File: config.mk
export PLATFORM = sky130hd
export DESIGN_NAME = cci_mpf_shim_buffer_afu_flat
export DESIGN_NICKNAME = d
export VERILOG_FILES = /design/src/rtl/cci_mpf_shim_buffer_afu_pkg.sv /design/src/rtl/cci_mpf_shim_buffer_afu_if.sv /design/src/rtl/cci_mpf_shim_buffer_afu_fifo.sv /design/src/rtl/cci_mpf_shim_buffer_afu.sv /design/src/flat_wrapper.sv
export SDC_FILE = /design/constraint.sdc
export NUM_CORES = 2
export LEC_CHECK = 0
export ABC_AREA = 1
export CORE_UTILIZATION = 45
export DETAILED_ROUTE_END_ITERATION = 10
export DONT_BUFFER_PORTS = 1
export GPL_TIMING_DRIVEN = 0
export PLACE_DENSITY = 0.63
export RECOVER_POWER = 50
export SETUP_SLACK_MARGIN = 0.5
export SLEW_MARGIN = 10
export SYNTH_ARGS = -nofsm -noshare
export SYNTH_HDL_FRONTEND = slang
export SYNTH_HIERARCHICAL = 1
export SYNTH_SLANG_ARGS = --single-unit
File: constraint.sdc
create_clock -name clk -period 11.8 [get_ports clk]
set_clock_uncertainty 0.1 [all_clocks]
set_input_delay 3.54 -clock clk [delete_from_list [all_inputs] [get_ports clk]]
set_output_delay 3.54 -clock clk [all_outputs]
set_load 0.05 [all_outputs]
File: src/rtl/cci_mpf_shim_buffer_afu_pkg.sv
// CCI-P request/response types shared by the AFU-side buffer, its interface and its FIFOs.
// Tx channels carry a valid bit inside the struct; c2 and Rx never pass through storage.
package cci_mpf_shim_buffer_afu_pkg;

  localparam int CCIP_ADDR_W   = 42;
  localparam int CCIP_MDATA_W  = 16;
  localparam int CCIP_CLDATA_W = 64;

  typedef struct packed {
    logic [3:0]              req_type;
    logic [CCIP_ADDR_W-1:0]  address;
    logic [CCIP_MDATA_W-1:0] mdata;
  } t_ccip_c0_ReqMemHdr;

  typedef struct packed {
    logic [3:0]              req_type;
    logic [CCIP_ADDR_W-1:0]  address;
    logic [CCIP_MDATA_W-1:0] mdata;
  } t_ccip_c1_ReqMemHdr;

  typedef struct packed {
    t_ccip_c0_ReqMemHdr hdr;
    logic               valid;
  } t_if_ccip_c0_Tx;

  typedef struct packed {
    t_ccip_c1_ReqMemHdr       hdr;
    logic [CCIP_CLDATA_W-1:0] data;
    logic                     valid;
  } t_if_ccip_c1_Tx;

  typedef struct packed {
    logic [8:0]  tid;
    logic        mmio_rd_valid;
    logic [63:0] data;
  } t_if_ccip_c2_Tx;

  typedef struct packed {
    logic [CCIP_MDATA_W-1:0]  mdata;
    logic [3:0]               resp_type;
    logic [CCIP_CLDATA_W-1:0] data;
    logic                     rsp_valid;
    logic                     mmio_rd_valid;
    logic                     mmio_wr_valid;
  } t_if_ccip_c0_Rx;

  typedef struct packed {
    logic [CCIP_MDATA_W-1:0] mdata;
    logic [3:0]              resp_type;
    logic                    rsp_valid;
  } t_if_ccip_c1_Rx;

endpackage

File: src/rtl/cci_mpf_shim_buffer_afu_if.sv
// One CCI-P/MPF port: Tx requests flow toward the FIU, almost-full and Rx flow back.
// to_afu is the view of whoever faces the AFU; to_fiu is the view of whoever faces the FIU.
interface cci_mpf_if;
  import cci_mpf_shim_buffer_afu_pkg::*;

  logic           reset;
  t_if_ccip_c0_Tx c0Tx;
  t_if_ccip_c1_Tx c1Tx;
  t_if_ccip_c2_Tx c2Tx;
  logic           c0TxAlmFull;
  logic           c1TxAlmFull;
  t_if_ccip_c0_Rx c0Rx;
  t_if_ccip_c1_Rx c1Rx;

  modport to_afu (
    input  reset, c0Tx, c1Tx, c2Tx,
    output c0TxAlmFull, c1TxAlmFull, c0Rx, c1Rx
  );

  modport to_fiu (
    output reset, c0Tx, c1Tx, c2Tx,
    input  c0TxAlmFull, c1TxAlmFull, c0Rx, c1Rx
  );

endinterface

File: src/rtl/cci_mpf_shim_buffer_afu_fifo.sv
// Small FIFO with a stable head and a registered almost-full (fires when free slots <= THRESHOLD).
// Enqueue is visible at the head one cycle later; enq while full is dropped unless paired with a deq.
module cci_mpf_prim_fifo_lutram #(
  parameter int N_DATA_BITS = 32,
  parameter int N_ENTRIES   = 12,
  parameter int THRESHOLD   = 8
) (
  input  logic                   clk,
  input  logic                   reset,
  input  logic [N_DATA_BITS-1:0] enq_dat,
  input  logic                   enq_vld,
  output logic                   not_full,
  output logic                   alm_full,
  output logic [N_DATA_BITS-1:0] first,
  input  logic                   deq,
  output logic                   not_empty
);
  localparam int CNT_W = $clog2(N_ENTRIES + 1);
  localparam int PTR_W = $clog2(N_ENTRIES);
  localparam logic [PTR_W-1:0] LAST_PTR = PTR_W'(N_ENTRIES - 1);

  logic [N_DATA_BITS-1:0] mem [N_ENTRIES];
  logic [PTR_W-1:0]       wr_ptr;
  logic [PTR_W-1:0]       rd_ptr;
  logic [CNT_W-1:0]       count;
  logic [CNT_W-1:0]       count_next;
  logic                   enq_ok;
  logic                   deq_ok;

  assign not_empty  = (count != '0);
  assign not_full   = (count != CNT_W'(N_ENTRIES));
  assign deq_ok     = deq & not_empty;
  // A full FIFO still accepts an enqueue when the head leaves in the same cycle.
  assign enq_ok     = enq_vld & (not_full | deq_ok);
  assign count_next = count + CNT_W'(enq_ok) - CNT_W'(deq_ok);
  assign first      = mem[rd_ptr];

  always_ff @(posedge clk) begin
    if (reset) begin
      wr_ptr   <= '0;
      rd_ptr   <= '0;
      count    <= '0;
      alm_full <= 1'b1;
    end else begin
      if (enq_ok) wr_ptr <= (wr_ptr == LAST_PTR) ? '0 : wr_ptr + PTR_W'(1);
      if (deq_ok) rd_ptr <= (rd_ptr == LAST_PTR) ? '0 : rd_ptr + PTR_W'(1);
      count    <= count_next;
      alm_full <= ((N_ENTRIES - int'(count_next)) <= THRESHOLD);
    end
  end

  always_ff @(posedge clk) begin
    if (enq_ok && !reset) mem[wr_ptr] <= enq_dat;
  end

endmodule

File: src/rtl/cci_mpf_shim_buffer_afu.sv
// AFU-side request buffer: c0/c1 Tx absorbed into FIFOs popped by the parent, almost-full toward the AFU.
// Head appears 1 cycle after enqueue (2 with REGISTER_INBOUND); c2Tx and Rx are plain wires.
module cci_mpf_shim_buffer_afu
  import cci_mpf_shim_buffer_afu_pkg::*;
#(
  parameter int N_ENTRIES        = 12,
  parameter int THRESHOLD        = 8,
  parameter int REGISTER_INBOUND = 0
) (
  input  logic      clk,
  cci_mpf_if.to_afu afu_raw,
  cci_mpf_if.to_fiu afu_buf,
  input  logic      deqC0Tx,
  input  logic      deqC1Tx
);
  localparam int ALM_THRESHOLD = THRESHOLD + ((REGISTER_INBOUND != 0) ? 1 : 0);

  logic           reset;
  t_if_ccip_c0_Tx c0_in;
  t_if_ccip_c1_Tx c1_in;
  t_if_ccip_c0_Tx c0_head;
  t_if_ccip_c1_Tx c1_head;
  t_if_ccip_c0_Tx c0_out;
  t_if_ccip_c1_Tx c1_out;
  logic           c0_not_empty, c1_not_empty;
  logic           c0_not_full, c1_not_full;
  logic           c0_alm_full, c1_alm_full;
  logic           unused_buf_alm_full;

  assign reset         = afu_raw.reset;
  assign afu_buf.reset = reset;

  generate
    if (REGISTER_INBOUND != 0) begin : g_reg_in
      always_ff @(posedge clk) begin
        if (reset) begin
          c0_in <= '0;
          c1_in <= '0;
        end else begin
          c0_in <= afu_raw.c0Tx;
          c1_in <= afu_raw.c1Tx;
        end
      end
    end else begin : g_wire_in
      assign c0_in = afu_raw.c0Tx;
      assign c1_in = afu_raw.c1Tx;
    end
  endgenerate

  cci_mpf_prim_fifo_lutram #(
    .N_DATA_BITS ($bits(t_if_ccip_c0_Tx)),
    .N_ENTRIES   (N_ENTRIES),
    .THRESHOLD   (ALM_THRESHOLD)
  ) u_fifo_c0 (
    .clk       (clk),
    .reset     (reset),
    .enq_dat   (c0_in),
    .enq_vld   (c0_in.valid),
    .not_full  (c0_not_full),
    .alm_full  (c0_alm_full),
    .first     (c0_head),
    .deq       (deqC0Tx),
    .not_empty (c0_not_empty)
  );

  cci_mpf_prim_fifo_lutram #(
    .N_DATA_BITS ($bits(t_if_ccip_c1_Tx)),
    .N_ENTRIES   (N_ENTRIES),
    .THRESHOLD   (ALM_THRESHOLD)
  ) u_fifo_c1 (
    .clk       (clk),
    .reset     (reset),
    .enq_dat   (c1_in),
    .enq_vld   (c1_in.valid),
    .not_full  (c1_not_full),
    .alm_full  (c1_alm_full),
    .first     (c1_head),
    .deq       (deqC1Tx),
    .not_empty (c1_not_empty)
  );

  // Stored valid bit is stale once popped; occupancy is the authority.
  always_comb begin
    c0_out       = c0_head;
    c0_out.valid = c0_not_empty;
    c1_out       = c1_head;
    c1_out.valid = c1_not_empty;
  end

  assign afu_buf.c0Tx        = c0_out;
  assign afu_buf.c1Tx        = c1_out;
  assign afu_buf.c2Tx        = afu_raw.c2Tx;
  assign afu_raw.c0Rx        = afu_buf.c0Rx;
  assign afu_raw.c1Rx        = afu_buf.c1Rx;
  assign afu_raw.c0TxAlmFull = c0_alm_full | reset;
  assign afu_raw.c1TxAlmFull = c1_alm_full | reset;

  // The parent gates its own pops with the FIU-side almost-full; the buffer does not look at it.
  assign unused_buf_alm_full = afu_buf.c0TxAlmFull ^ afu_buf.c1TxAlmFull;

  a_c0_overflow: assert property (@(posedge clk) disable iff (reset)
    !(c0_in.valid && !c0_not_full && !deqC0Tx));
  a_c1_overflow: assert property (@(posedge clk) disable iff (reset)
    !(c1_in.valid && !c1_not_full && !deqC1Tx));
  a_c0_underflow: assert property (@(posedge clk) disable iff (reset)
    deqC0Tx |-> c0_not_empty);
  a_c1_underflow: assert property (@(posedge clk) disable iff (reset)
    deqC1Tx |-> c1_not_empty);

endmodule

File: src/flat_wrapper.sv
// flat-port wrapper written by rule: the top's interface ports become plain ports
module cci_mpf_shim_buffer_afu_flat import cci_mpf_shim_buffer_afu_pkg::*;
#(
  parameter int N_ENTRIES        = 12,
  parameter int THRESHOLD        = 8,
  parameter int REGISTER_INBOUND = 0
)
  (clk, deqC0Tx, deqC1Tx, afu_raw_reset, afu_raw_c0Tx, afu_raw_c1Tx, afu_raw_c2Tx, afu_raw_c0TxAlmFull, afu_raw_c1TxAlmFull, afu_raw_c0Rx, afu_raw_c1Rx, afu_buf_reset, afu_buf_c0Tx, afu_buf_c1Tx, afu_buf_c2Tx, afu_buf_c0TxAlmFull, afu_buf_c1TxAlmFull, afu_buf_c0Rx, afu_buf_c1Rx);
  cci_mpf_if afu_raw_i ();
  cci_mpf_if afu_buf_i ();
  input  logic clk;
  input  logic deqC0Tx;
  input  logic deqC1Tx;
  input wire logic [$bits(afu_raw_i.reset)-1:0] afu_raw_reset;
  input wire logic [$bits(afu_raw_i.c0Tx)-1:0] afu_raw_c0Tx;
  input wire logic [$bits(afu_raw_i.c1Tx)-1:0] afu_raw_c1Tx;
  input wire logic [$bits(afu_raw_i.c2Tx)-1:0] afu_raw_c2Tx;
  output wire logic [$bits(afu_raw_i.c0TxAlmFull)-1:0] afu_raw_c0TxAlmFull;
  output wire logic [$bits(afu_raw_i.c1TxAlmFull)-1:0] afu_raw_c1TxAlmFull;
  output wire logic [$bits(afu_raw_i.c0Rx)-1:0] afu_raw_c0Rx;
  output wire logic [$bits(afu_raw_i.c1Rx)-1:0] afu_raw_c1Rx;
  output wire logic [$bits(afu_buf_i.reset)-1:0] afu_buf_reset;
  output wire logic [$bits(afu_buf_i.c0Tx)-1:0] afu_buf_c0Tx;
  output wire logic [$bits(afu_buf_i.c1Tx)-1:0] afu_buf_c1Tx;
  output wire logic [$bits(afu_buf_i.c2Tx)-1:0] afu_buf_c2Tx;
  input wire logic [$bits(afu_buf_i.c0TxAlmFull)-1:0] afu_buf_c0TxAlmFull;
  input wire logic [$bits(afu_buf_i.c1TxAlmFull)-1:0] afu_buf_c1TxAlmFull;
  input wire logic [$bits(afu_buf_i.c0Rx)-1:0] afu_buf_c0Rx;
  input wire logic [$bits(afu_buf_i.c1Rx)-1:0] afu_buf_c1Rx;
  assign afu_raw_i.reset = afu_raw_reset;
  assign afu_raw_i.c0Tx = afu_raw_c0Tx;
  assign afu_raw_i.c1Tx = afu_raw_c1Tx;
  assign afu_raw_i.c2Tx = afu_raw_c2Tx;
  assign afu_raw_c0TxAlmFull = afu_raw_i.c0TxAlmFull;
  assign afu_raw_c1TxAlmFull = afu_raw_i.c1TxAlmFull;
  assign afu_raw_c0Rx = afu_raw_i.c0Rx;
  assign afu_raw_c1Rx = afu_raw_i.c1Rx;
  assign afu_buf_reset = afu_buf_i.reset;
  assign afu_buf_c0Tx = afu_buf_i.c0Tx;
  assign afu_buf_c1Tx = afu_buf_i.c1Tx;
  assign afu_buf_c2Tx = afu_buf_i.c2Tx;
  assign afu_buf_i.c0TxAlmFull = afu_buf_c0TxAlmFull;
  assign afu_buf_i.c1TxAlmFull = afu_buf_c1TxAlmFull;
  assign afu_buf_i.c0Rx = afu_buf_c0Rx;
  assign afu_buf_i.c1Rx = afu_buf_c1Rx;
  cci_mpf_shim_buffer_afu #(.N_ENTRIES(N_ENTRIES), .THRESHOLD(THRESHOLD), .REGISTER_INBOUND(REGISTER_INBOUND)) u_core (.clk(clk), .afu_raw(afu_raw_i), .afu_buf(afu_buf_i), .deqC0Tx(deqC0Tx), .deqC1Tx(deqC1Tx));
endmodule
After elaboration in Yosys (flattened, before gate mapping)
Memory sizes are Yosys's and may differ from the RTL's. A register that Yosys moved wholly into a read port is not among the register bits.
Cells that the tools add are included.
Operators by class
  add/subtract/negate cells: 10
  magnitude comparators: 2
  equality and inequality tests: 6
  muxes and demuxes: 12
  bitwise gates (word level): 8
  reductions and logical operators: 5
Operators with widths (count)
  4-bit two-way mux: 8
  4-bit by 1-bit adder with 4-bit output, second input constant: 4
  4-bit equality test, second input constant: 4
  5-bit <= comparator, second input constant: 2
  4-bit by 4-bit subtractor with 5-bit output, first input constant: 2
  4-bit by 1-bit adder with 4-bit output: 2
  4-bit != test, second input constant: 2
  4-bit nonzero test: 2
  4-bit by 1-bit subtractor with 4-bit output: 2
  1-bit bitwise AND: 4
  1-bit two-way mux: 4
  1-bit OR: 4
  1-bit logical AND: 2
  1-bit logical NOT: 1
Storage, ports and cells
  flip-flop bits (word level): 26
  memory bits (writable): 2280
  output and inout port bits: 375
  memories kept: 2
Memories
  u_core.u_fifo_c1.mem: words 12, width 127, rd ports 1, clocked after Yosys merged registers in 1, wr ports 1, RTL line cci_mpf_shim_buffer_afu_fifo.sv:22  | logic [N_DATA_BITS-1:0] mem [N_ENTRIES];
  u_core.u_fifo_c0.mem: words 12, width 63, rd ports 1, clocked after Yosys merged registers in 1, wr ports 1, RTL line cci_mpf_shim_buffer_afu_fifo.sv:22

Longest topological paths before layout
  word-level depth: 8
  mapped depth: 13
  gate-level depth less buffers: 13

Hierarchy
Netlist, hierarchy kept.
By module, submodules not included
  cci_mpf_prim_fifo_lutram at u_core.u_fifo_c1: times used 1, cells an instance 4754, area an instance 60735.8 um^2
  cci_mpf_prim_fifo_lutram at u_core.u_fifo_c0: times used 1, cells an instance 2421, area an instance 30730.7 um^2
  cci_mpf_shim_buffer_afu: times used 1, cells an instance 190, area an instance 1407.6 um^2

Worst setup path after synthesis
OpenSTA, ideal clock, no wires.
  path kind: input port to flip-flop
  start point: input port deqC1Tx
  end point: memory u_core/u_fifo_c1/mem[0][0] (netlist bit) (enable)
  arrival: 9.482 ns
  required time: 11.085 ns
  slack: 1.604 ns
  stages: 6
  path through: nand2_1 -> nand2_1 -> nand2_1 -> nor2_1 -> nand2_1 -> nor2_1
On the way
  cells in the longest elaborated chain, start to end: 6
RTL lines
  from (decl): RTL line flat_wrapper.sv:13  | input logic deqC1Tx;
  1-bit bitwise AND: RTL line cci_mpf_shim_buffer_afu_fifo.sv:32  | assign deq_ok = deq & not_empty;
  1-bit OR: RTL line cci_mpf_shim_buffer_afu_fifo.sv:34  | assign enq_ok = enq_vld & (not_full | deq_ok);
  1-bit bitwise AND: RTL line cci_mpf_shim_buffer_afu_fifo.sv:34
  1-bit logical AND: RTL line cci_mpf_shim_buffer_afu_fifo.sv:53  | if (enq_ok && !reset) mem[wr_ptr] <= enq_dat;
  1-bit two-way mux: RTL line cci_mpf_shim_buffer_afu_fifo.sv:53
  1-bit two-way mux (implied by the code): RTL line cci_mpf_shim_buffer_afu_fifo.sv:53
  to (decl): RTL line cci_mpf_shim_buffer_afu_fifo.sv:22
Every way passes these cells.

==> results.py <==
metrics = {
    "hold_path": {
        "holdCritPathClass": "reg -> reg",
    },
    "setup_path": {
        "crit_end": "afu_buf_c1Tx[100]",
        "cp.depth": 6,
        "cp_max_fo": 10,
        "r2r_start": "u_core/u_fifo_c0/count[2]$_SDFF_PP0_",
        "end_kind": "primary output",
        "crit_buf_inv": 3,
        "path_delay_family": "buffers and inverters",
        "cp.required_ns": 8.16,
        "critPathKind": "reg -> out",
        "r2r_cells": 12,
        "cp_slowest_cell": "buf_1",
        "cpMostUsedCell": "nand3_1",
        "cp_cell_sequence": "buf_2, buf_1, clkbuf_1, nand3_1, nand3_1, nand2_1",
        "worstReg2RegEnd": "u_core/u_fifo_c0/mem[7][42]$_DFFE_PP_",
        "max_stage_delay_ns": 0.96,
        "r2r_slack_ns": 7.56,
        "cp-start-kind": "register",
        "cp.arrival_ns": 4.21,
    },
    "final_layout": {
        "areaGrowthSynthToFinish_pct": 13.7,
        "fin_nets": 8027,
        "register_area_um2": 68400,
        "final_util": 0.516,
        "layout-drive-gt1-share": 0.110,
        "multi_input_area_um2": 19000,
        "fillerInstances": 16900,
        "final_cells": 10500,
    },
    "die": {
        "start_util": 0.454,
        "die_h_um": 454,
        "num_rows": 165,
        "die_w_um": 454,
        "coreArea_um2": 203000,
        "num_io_pins": 753,
        "die_area_um2": 206000,
    },
    "yosys": {
        "synth_nets": 7697,
        "yosysWarnings": 6,
        "netlist_area_um2": 91900,
        "avgSynthCellArea_um2": 12.6,
        "syn_inst": 7295,
    },
    "clocking": {
        "cts_sinks": 2290,
        "cts_root_buf": "clkbuf_16",
        "clk_latency_ns": 0.85,
        "cts_buffer_depth": 3,
        "cts_resized": 0,
        "path_clk_slew_ns": 0.06,
        "cts_max_level": 4,
        "cts-buffers-inserted": 226,
        "cts_tree": "yes",
        "ctsHoldBuffers": 0,
        "cts_setup_buffers": 0,
    },
    "detailed_routing": {
        "drt-pass1-iter-count": 6,
        "wl_per_cell_um": 25.8,
        "vias": 59200,
        "first_iter_violations": 6916,
        "drt_wl_total_um": 271000,
        "drcViolationCount": 0,
        "antenna_violating_nets_post_route": 0,
        "avgViaCountPerCell": 5.64,
    },
    "global_routing": {
        "busiest_layer": "met2",
        "grtUsageTotal": 0.257,
        "antenna_found_initial": 17,
        "grt_pass1_wl_um": 386000,
        "grt_max_degree": 65,
        "use_met3": 0.0603,
        "use_met2": 0.423,
        "grt_overflow": 0,
        "grt_pass1_vias": 56600,
        "use_met1": 0.321,
    },
    "power_and_ir_drop": {
        "p_leak_nw": 35.4,
        "pwr_density_cell_nw_per_um2": 211,
        "vdd_drop_max_uv": 185,
    },
    "sta": {
        "maxSlewViolCount": 144,
        "finalWorstPathRequiredPeriod_ns": 7.85,
        "fin_tns_setup_ns": 0,
        "fin_ws_ns": 3.95,
        "rsz0062_at_grt": "false",
        "hold_viol_final": 0,
        "finalSetupViolations": 0,
        "worst_pin_slew_ns": 1.81,
        "slew-limit-headroom": -0.208,
        "fin_crit_sh": 0.665,
        "clock.fmax_mhz": 127,
    },
    "run_status": {
        "status": "finished, violations left",
        "failed_checks": "capacitance limit, slew limit",
    },
    "placement": {
        "place_hpwl_um": 181000,
        "pre_cts_ws_ns": 4.25,
        "io_buffers": 0,
        "gp_congestion": 1.21,
        "placed_cells": 10100,
    },
    "run": {
        "drv_cap": 6,
    },
}
how the worst min path moves through the flow:
stage / start / end / cells past startpoint
final: u_core/u_fifo_c0/wr_ptr[3]$_SDFFE_PP0P_ / u_core/u_fifo_c0/wr_ptr[3]$_SDFFE_PP0P_ / 2
after global routing: u_core/u_fifo_c0/wr_ptr[3]$_SDFFE_PP0P_ / u_core/u_fifo_c0/wr_ptr[3]$_SDFFE_PP0P_ / 2
after CTS: u_core/u_fifo_c1/wr_ptr[3]$_SDFFE_PP0P_ / u_core/u_fifo_c1/wr_ptr[3]$_SDFFE_PP0P_ / 2
after detailed placement: u_core/u_fifo_c1/wr_ptr[3]$_SDFFE_PP0P_ / u_core/u_fifo_c1/wr_ptr[3]$_SDFFE_PP0P_ / 2
after global placement: u_core/u_fifo_c1/wr_ptr[3]$_SDFFE_PP0P_ / u_core/u_fifo_c1/wr_ptr[3]$_SDFFE_PP0P_ / 2
after floorplan: u_core/u_fifo_c0/wr_ptr[3]$_SDFFE_PP0P_ / u_core/u_fifo_c0/wr_ptr[3]$_SDFFE_PP0P_ / 2
per-stage QoR:
stage	hold slack, ns	instance area (um2)	total power [mW]
floorplan	0.371	91900	13.5
global placement	0.389	95300	15.2
detailed placement	0.404	97700	15.3
CTS	0.416	105000	22.1
global route	0.438	105000	22.8
finish	0.422	105000	22.1
placed cells by master (no fill, tap or decap), types with 4 or more instances in the layout:
cell,n
buf_2,140
clkinv_2,51
clkinvlp_4,4
diode_2,15
bufinv_16,13
clkbuf_16,228
buf_1,45
or2_2,4
ha_1,22
clkbuf_1,251
inv_1,230
o22ai_1,188
nor2_4,11
nand3_1,576
buf_4,214
buf_16,24
buf_6,39
dfxtp_1,34
buf_12,69
nor2_2,28
edfxtp_1,2256
nand2_1,610
o21ai_0,761
clkbuf_2,6
xor2_1,4
nor2_1,1519
clkinv_16,5
clkinv_1,61
inv_2,5
o211ai_1,188
o21ai_1,189
nand4_1,4
inv_6,6
a21oi_1,14
worst reg2reg max path, delay by kind of cell, from the launching register on:
family	cells	cell delay, ns
fa+ha+maj	1	0.18
buf+inv	4	1.80
flops	1	0.33
simple gates	7	1.51
flip-flops by register name, summed over array words and instances (netlist names), named ones only:
register                   count
u_core/u_fifo_c1/rd_ptr        4
u_core/u_fifo_c0/alm_full      1
u_core/u_fifo_c0/rd_ptr        4
u_core/u_fifo_c1/mem        1512
u_core/u_fifo_c0/wr_ptr        4
u_core/u_fifo_c0/count         4
u_core/u_fifo_c1/alm_full      1
u_core/u_fifo_c0/mem         744
u_core/u_fifo_c1/count         4
u_core/u_fifo_c1/wr_ptr        4
area by class of cell:
cell class,count,share of cell area
Antenna cell,15,0.000359
Buffer,644,0.0355
Clock buffer,271,0.0561
Clock inverter,145,0.0112
Inverter,239,0.00874
Multi-Input combinational cell,4122,0.182
Sequential cell,2290,0.655
Tap cell,2672,0.0320
Timing Repair Buffer,102,0.0199
report_power, final:
group,switching [mW],internal (mW),total (mW),leakage [nW]
combinational,4.71,1.36,6.07,11.3
clock,3.08,3.82,6.90,3.45
sequential,0.0414,9.06,9.10,20.6
total,7.83,14.2,22.1,35.4
layer usage:
| layer | share of wire | vias up |
|---|---|---|
| met5 | 0.000048 | - |
| met4 | 0.043 | 2 |
| met3 | 0.093 | 485 |
| met2 | 0.49 | 2857 |
| met1 | 0.38 | 29200 |
| li1 | - | 26600 |
No activity file was read; power rests on OpenSTA's default activity.
